==> config.mk <==
export PLATFORM = sky130hd
export DESIGN_NAME = bus_arbiter
export DESIGN_NICKNAME = d
export VERILOG_FILES = /design/src/rtl/bus_arbiter_pkg.sv /design/src/rtl/bus_arbiter_rr_priority_enc.sv /design/src/rtl/bus_arbiter.sv
export SDC_FILE = /design/constraint.sdc
export NUM_CORES = 1
export LEC_CHECK = 0
export CELL_PAD_IN_SITES_DETAIL_PLACEMENT = 1
export CELL_PAD_IN_SITES_GLOBAL_PLACEMENT = 1
export CORE_UTILIZATION = 37
export DETAILED_ROUTE_END_ITERATION = 7
export PLACE_DENSITY = 0.81
export SLEW_MARGIN = 20
export SYNTH_ARGS = -nofsm -noshare
export SYNTH_HDL_FRONTEND = slang
export SYNTH_HIERARCHICAL = 1
export SYNTH_SLANG_ARGS = --single-unit
export TNS_END_PERCENT = 50
==> constraint.sdc <==
create_clock -name clk -period 2.91 [get_ports clk]
set_input_delay 0.291 -clock clk [delete_from_list [all_inputs] [get_ports clk]]
set_output_delay 0.291 -clock clk [all_outputs]
set_load 0.005 [all_outputs]
==> src/rtl/bus_arbiter_pkg.sv <==
// Shared definitions for the bus arbiter: FSM state encodings and default sizes.
// The default requester count equals the mux_array MUX_DATA_WIDTH default so
// that sel lines up with the mux select input S.
package bus_arbiter_pkg;

    localparam int MUX_DATA_WIDTH_DEFAULT = 4;
    localparam int ARB_N_REQ_DEFAULT      = MUX_DATA_WIDTH_DEFAULT;
    localparam int ARB_MAX_HOLD_DEFAULT   = 8;

    typedef enum logic {
        ARB_IDLE  = 1'b0,
        ARB_OWNED = 1'b1
    } arb_state_t;

endpackage

==> src/rtl/bus_arbiter_rr_priority_enc.sv <==
// Combinational round-robin priority encoder.
// Scans req starting at last_ptr+1 and wrapping modulo N_REQ; bits set in
// exclude are ignored. found is high when any candidate exists and idx is
// the first candidate in scan order.
module rr_priority_enc
    import bus_arbiter_pkg::*;
#(
    parameter int N_REQ     = ARB_N_REQ_DEFAULT,
    parameter int SEL_WIDTH = $clog2(N_REQ)
) (
    input  logic [N_REQ-1:0]     req,
    input  logic [SEL_WIDTH-1:0] last_ptr,
    input  logic [N_REQ-1:0]     exclude,
    output logic                 found,
    output logic [SEL_WIDTH-1:0] idx
);

    logic [N_REQ-1:0]     cand;
    logic [SEL_WIDTH-1:0] pos;

    assign cand = req & ~exclude;

    // Walk offsets from farthest to nearest so the nearest candidate is written last and wins.
    always_comb begin
        found = 1'b0;
        idx   = '0;
        pos   = '0;
        for (int off = N_REQ; off >= 1; off--) begin
            // N_REQ is a power of two, so truncating the sum gives the modulo wrap.
            pos = last_ptr + SEL_WIDTH'(off);
            if (cand[pos]) begin
                found = 1'b1;
                idx   = pos;
            end
        end
    end

endmodule

==> src/rtl/bus_arbiter.sv <==
// Round-robin bus arbiter with registered one-hot grant and binary sel for
// the downstream mux_array. Ownership is held until the owner drops its
// request; handoff to the next waiting requester happens in the same edge.
// Optional feature macro ARB_TIMEOUT_EN: forces a handoff (and pulses
// timeout) once an owner has held the bus MAX_HOLD cycles while others wait.
// Handshake: req[i] is a level request; grant[i] high means requester i owns
// the bus for that cycle; a requester releases by dropping req[i].
module bus_arbiter
    import bus_arbiter_pkg::*;
#(
    parameter int N_REQ     = ARB_N_REQ_DEFAULT,
    parameter int SEL_WIDTH = $clog2(N_REQ),
    parameter int MAX_HOLD  = ARB_MAX_HOLD_DEFAULT,
    parameter int CNT_WIDTH = $clog2(MAX_HOLD) + 1
) (
    input  logic                 clk,
    input  logic                 reset_n,
    input  logic [N_REQ-1:0]     req,
    output logic [N_REQ-1:0]     grant,
    output logic [SEL_WIDTH-1:0] sel,
    output logic                 bus_busy,
    output logic                 timeout,
    output arb_state_t           state_dbg,
    output logic [CNT_WIDTH-1:0] hold_dbg
);

    arb_state_t           state_q, state_d;
    logic [SEL_WIDTH-1:0] last_ptr_q, last_ptr_d;
    logic [N_REQ-1:0]     grant_d;
    logic [SEL_WIDTH-1:0] sel_d;
    logic [N_REQ-1:0]     exclude;
    logic                 enc_found;
    logic [SEL_WIDTH-1:0] enc_idx;
    logic                 owner_req;
    logic                 take;

    // While owned, last_ptr is the owner: exclude it so a handoff never re-picks it.
    assign exclude   = (state_q == ARB_OWNED) ? (N_REQ'(1) << last_ptr_q) : '0;
    assign owner_req = req[last_ptr_q];

    rr_priority_enc #(
        .N_REQ     (N_REQ),
        .SEL_WIDTH (SEL_WIDTH)
    ) u_enc (
        .req      (req),
        .last_ptr (last_ptr_q),
        .exclude  (exclude),
        .found    (enc_found),
        .idx      (enc_idx)
    );

`ifdef ARB_TIMEOUT_EN
    logic [CNT_WIDTH-1:0] hold_q;
    logic                 hold_at_limit;
    logic                 force_handoff;
    logic                 timeout_q;

    assign hold_at_limit = (hold_q >= CNT_WIDTH'(MAX_HOLD - 1));
`endif

    // State and grant/sel/pointer registers.
    always_ff @(posedge clk or negedge reset_n) begin
        if (!reset_n) begin
            state_q    <= ARB_IDLE;
            grant      <= '0;
            sel        <= '0;
            last_ptr_q <= SEL_WIDTH'(N_REQ - 1);
        end else begin
            state_q    <= state_d;
            grant      <= grant_d;
            sel        <= sel_d;
            last_ptr_q <= last_ptr_d;
        end
    end

    // Next state: leave IDLE on any request; return to IDLE only when the owner releases and nobody waits.
    always_comb begin
        state_d = state_q;
        case (state_q)
            ARB_IDLE:  if (enc_found) state_d = ARB_OWNED;
            ARB_OWNED: if (!owner_req && !enc_found) state_d = ARB_IDLE;
        endcase
    end

    // Next grant/sel/pointer: take a new winner on fresh arbitration, release-handoff or forced handoff.
    always_comb begin
        grant_d    = grant;
        sel_d      = sel;
        last_ptr_d = last_ptr_q;
        take       = 1'b0;
`ifdef ARB_TIMEOUT_EN
        force_handoff = 1'b0;
`endif
        case (state_q)
            ARB_IDLE: begin
                grant_d = '0;
                take    = enc_found;
            end
            ARB_OWNED: begin
                if (!owner_req) begin
                    if (enc_found) take = 1'b1;
                    else           grant_d = '0;
                end
`ifdef ARB_TIMEOUT_EN
                else if (hold_at_limit && enc_found) begin
                    take          = 1'b1;
                    force_handoff = 1'b1;
                end
`endif
            end
        endcase
        if (take) begin
            grant_d    = N_REQ'(1) << enc_idx;
            sel_d      = enc_idx;
            last_ptr_d = enc_idx;
        end
    end

`ifdef ARB_TIMEOUT_EN
    // Hold counter: restarts on each new owner, counts owned cycles and saturates at MAX_HOLD.
    always_ff @(posedge clk or negedge reset_n) begin
        if (!reset_n) begin
            hold_q    <= '0;
            timeout_q <= 1'b0;
        end else begin
            timeout_q <= force_handoff;
            if (take)
                hold_q <= '0;
            else if (state_q == ARB_OWNED && hold_q != CNT_WIDTH'(MAX_HOLD))
                hold_q <= hold_q + 1'b1;
        end
    end

    assign timeout  = timeout_q;
    assign hold_dbg = hold_q;
`else
    assign timeout  = 1'b0;
    assign hold_dbg = '0;
`endif

    assign bus_busy  = |grant;
    assign state_dbg = state_q;

endmodule

## Word level (Yosys, flattened, before mapping)

Cells that the tools add are included.

- Bits in registers: 9
- Input port bits: 6

- Add/sub/neg operators: 3
- $lt $le $gt $ge: 4
- Eq/ne operators: 2
- Shifts and indexed selects: 2
- Mux-type cells: 28
- Bitwise gates (word level): 3
- Reduce and logical (&&, ||, !) cells: 5

Operator list:

| cell | count |
|---|---|
| $mux 4 | 4 |
| $lt 2x3->1 const B | 4 |
| $mux 1 | 12 |
| $bmux 1 s2 | 5 |
| $mux 2 | 4 |
| $pmux 4 s2 | 1 |
| $shl 1x2->4 const A | 2 |
| $ne 3x2->1 const B | 2 |
| $add 2x2->2 const B | 2 |
| $and 4x4->4 | 1 |
| $not 4->4 | 1 |
| $pmux 1 s2 | 2 |
| $reduce_or 4->1 | 1 |
| $add 2x1->2 const B | 1 |
| $logic_not 1->1 | 2 |
| $reduce_and 2->1 | 1 |
| $logic_and 1x1->1 | 1 |
| $not 1->1 | 1 |

## Logic depth before layout (Yosys ltp)

- Depth after elaboration: 15
- Gate-level depth with buffers: 10

## Hierarchy

The synthesis kept the hierarchy.

Modules (own cells, without submodules):

| module | instances | cells an instance | area an instance (µm²) |
|---|---|---|---|
| bus_arbiter | 1 | 47 | 545.5 |
| rr_priority_enc | 1 | 18 | 123.9 |

## Least setup slack after synthesis

OpenSTA, ideal clock, no wires.

- Kind: register -> register
- From: reg last_ptr_q[1]
- To: reg grant[2]
- Setup time: 0.125 ns
- Arrival: 1.842 ns
- Required time: 2.785 ns
- Slack: 0.944 ns
- Cell stages (with the launch flop): 8
- Buffers on the path: 0
- Clock period less this slack: 1.966 ns
- Cells stage by stage: dfstp_2 nand2b_1 nor2_1 nand2b_4 o22a_1 o211ai_2 and3b_1 mux2_2

- Elaborated cells between the ends (all ways): 33
- Classes of those cells: add/sub: 3; eq/ne: 2; shift: 2; mux: 23; bitwise: 2; reduce/logical: 1

RTL lines:

| what | RTL line | source |
|---|---|---|
| start, declared | bus_arbiter.sv:28 | `logic [SEL_WIDTH-1:0] last_ptr_q, last_ptr_d;` |
| start signal, assigned | bus_arbiter.sv:67 | `last_ptr_q <= SEL_WIDTH'(N_REQ - 1);` |
| start signal, assigned | bus_arbiter.sv:72 | `last_ptr_q <= last_ptr_d;` |
| $shl 1x2->4 * | bus_arbiter.sv:38 | `assign exclude = (state_q == ARB_OWNED) ? (N_REQ'(1) << last_ptr_q) : '0;` |
| $mux 4 * | bus_arbiter.sv:38 |  |
| net exclude[1] | bus_arbiter.sv:31 | `logic [N_REQ-1:0] exclude;` |
| $not 4->4 * | bus_arbiter_rr_priority_enc.sv:21 | `assign cand = req & ~exclude;` |
| $and 4x4->4 * | bus_arbiter_rr_priority_enc.sv:21 |  |
| $bmux 1 s2 | bus_arbiter_rr_priority_enc.sv:31 | `if (cand[pos]) begin` |
| $mux 1 (not written as such) | bus_arbiter_rr_priority_enc.sv:31 |  |
| $mux 2 (3 in a row) | bus_arbiter_rr_priority_enc.sv:31 |  |
| $mux 2 * | bus_arbiter_rr_priority_enc.sv:31 |  |
| net enc_idx[0] | bus_arbiter.sv:33 | `logic [SEL_WIDTH-1:0] enc_idx;` |
| $shl 1x2->4 * | bus_arbiter.sv:113 | `grant_d = N_REQ'(1) << enc_idx;` |
| $mux 4 * | bus_arbiter.sv:112 | `if (take) begin` |
| end signal, assigned | bus_arbiter.sv:70 | `grant <= grant_d;` |
| end, declared | bus_arbiter.sv:19 | `output logic [N_REQ-1:0] grant,` |

The timed path passes the listed nets; every way through them passes the cells marked *. The select of a mux whose other input is x is not followed.
A chain may end at the register's enable or synchronous reset.

## Worst setup path after layout

Same ends and word-level chain as after synthesis.

==> impl_metrics.yaml <==
outcome:
  outcome: "finished clean"
floorplanning:
  rows: 15
  die_w_microns: 44.5
  core_sq_mm: 0.00171
  initial_utilization_pct: 39.2
  die_h_microns: 44.5
  ios: 19
  dieArea_sq_mm: 0.00198
global_route:
  grt_pass1_wl_mm: 2.25
  grt_usage_pct: 16.2
  grt_max_degree: 11
  antenna_found_initial: 0
  grt_pass1_vias: 503
  gr-total-overflow: 0
logic_synthesis:
  yosys_register_bits: 9
  yosysUniqueCellTypes: 34
  ys_seq_area_share_pct: 34.0
  synthCells: 65
  synth_warnings: 6
  synthSimpleGateAreaFrac_pct: 23.9
  avgSynthCellArea_sq_um: 10.3
  synth_top_family_by_area: "simple AND/OR/NAND/NOR gates"
  netlist_area_sq_um: 669
  yosys.area_share.adder_pct: 0
  synthXorXnorAreaFrac_pct: 0
  muxShareOfSynthArea_pct: 15.1
  synth_compound_area_share_pct: 17.9
cells_and_area:
  diodes: 0
  utilization_pct: 48.2
  drive_gt1_share_pct: 23.8
  multiInputGateArea_sq_um: 400
  final_cell_mix: "clkdlybuf4s50_1 (13), nor2_1 (7), dfrtp_1 (7)"
  num-nets-final: 87
  nFillCells: 196
  final_common_cell: "clkdlybuf4s50_1"
  seq_area_sq_um: 228
  syn2layout_area_growth_pct: 23.0
detailed_routing:
  wl_mm: 1.46
  ant_nets: 0
  drc_errors: 0
  num_vias: 530
  drt_first_pass_iters: 4
  wl_per_cell_microns: 13.9
  vias_per_cell: 5.05
  drt_iter0_markers: 6
clock_network:
  ctsResizeCount: 0
  clkTransAtPathRegs_ns: 0.06
  clk_latency_ns: 0.26
  cts_max_level: 1
  cts_root_buf: "clkbuf_4"
  cts_buffers: 3
  clockBufferDepth: 2
  cts_hold_buf: 0
  tritoncts: "yes"
  post_cts_buffers: 0
  cts.sink_count: 9
power:
  peakVddDrop_v: 0.000482
  power_density_mw_per_mm2: 1120
  totalPowerFinal_mw: 0.924
  p_leak_nw: 0.338
place:
  io_buffer_count: 13
  dpl.hpwl_mm: 1.11
  gp_congestion: 0.735
setup_path:
  arrival_ns: 2.28
  critPathMaxFanout: 8
  critPathCaptureType: "flop"
  path_class: "flop to flop"
  required_ns: 3.06
  crit_path_start_kind: "flop"
  rr_worst_depth: 7
sta:
  rsz0062_at_grt: "false"
  finClkSkew_ns: 0.00232
  setup_violations: 0
  tns_ns: 0
  max_freq_mhz: 468
  drv_slew: 0
  fin_crit_ns: 2.14
  holdWs_ns: 0.328
  fin_crit_sh_pct: 73.4
  finalHoldViolations: 0
run:
  max-cap-violations: 0
min_path:
  worstHoldPathType: "primary input to async pin"
==> metrics by stage <==
stage                     setup slack [ns]  instance area (sq um)  std cells
after CTS                            0.788                    823        105
after floorplan                      0.944                    684         69
final                                0.774                    823        105
after global routing                 0.650                    823        105
after detailed placement             0.804                    797        101
after global placement               0.851                    797        101
==> flip-flops by register name (all words and copies together), names as in the netlist <==
name        cells
grant           4
last_ptr_q      2
state_dbg       1
sel             2
==> layer usage <==
metal / vias up / wire length [microns] / GRT usage (%)
met2: 22 / 675 / 25.9
met3: 2 / 101 / 2.86
met4: 0 / 11 / 9.09
met1: 253 / 671 / 20.5
met5: - / 0 / 0
li1: 253 / - / -
==> report_power, final <==
group          internal (mW)  total [mW]  switching, mW
logic                  0.302       0.562          0.260
clock network         0.0529      0.0968         0.0440
registers              0.195       0.265         0.0703
==> critical path, cell delays in order (launching register included) <==
cell      delay [ns]
dfstp_2         0.59
nand2b_1        0.30
nor2_1          0.07
nand2b_4        0.17
o22a_1          0.21
o211ai_2        0.21
and3b_1         0.21
mux2_2          0.25
==> worst paths after layout <==
check	slack [ns]	endpoint	startpoint
worst max register to register	0.77	grant[2]$_DFFE_PN0P_	last_ptr_q[1]$_DFFE_PN1P_
worst min-delay path	0.33	grant[1]$_DFFE_PN0P_	reset_n
max in group asynchronous	2.26	last_ptr_q[0]$_DFFE_PN1P_	reset_n
min in group clk	0.49	sel[0]$_DFFE_PN0P_	sel[0]$_DFFE_PN0P_
worst max-delay path	0.77	grant[2]$_DFFE_PN0P_	last_ptr_q[1]$_DFFE_PN1P_
worst min register to register	0.49	sel[0]$_DFFE_PN0P_	sel[0]$_DFFE_PN0P_
==> logic make-up after synthesis <==
kind of cell / count (synthesis)
multiplexers: 7
AND/OR/NAND/NOR: 27
other: 1
AO/OA/AOI/OAI: 13
buffers and inverters: 8
flip-flops: 9
==> layout make-up <==
class | instances | share of cell area, %
multi-input cells | 52 | 48.6
flip-flops and latches | 9 | 27.7
repair buffers | 13 | 15.8
well taps | 25 | 3.80
clock buffers | 4 | 3.19
inverters | 2 | 0.912
==> cells in the mapped netlist (all sizes together) <==
master	count	area, sq um
mux2i	2	45.0
o221a	1	11.3
o211ai	3	27.5
o221ai	1	15.0
nand2	5	18.8
a21oi	2	10.0
and3b	1	8.76
o21ai	2	10.0
nand4	1	6.26
nor2b	2	15.0
nor2	8	32.5
or4	1	7.51
o22ai	1	20.0
and3	1	6.26
o2bb2ai	1	8.76
buf	6	48.8
mux2	5	56.3
inv	2	7.51
nand2b	5	46.3
conb	1	3.75
dfrtp	7	175
nand3	1	5.00
dfstp	2	52.6
o22a	1	8.76
o32ai	1	8.76
nor3b	1	7.51
or2	1	6.26
Note: power is estimated with default switching activity, not from simulation.
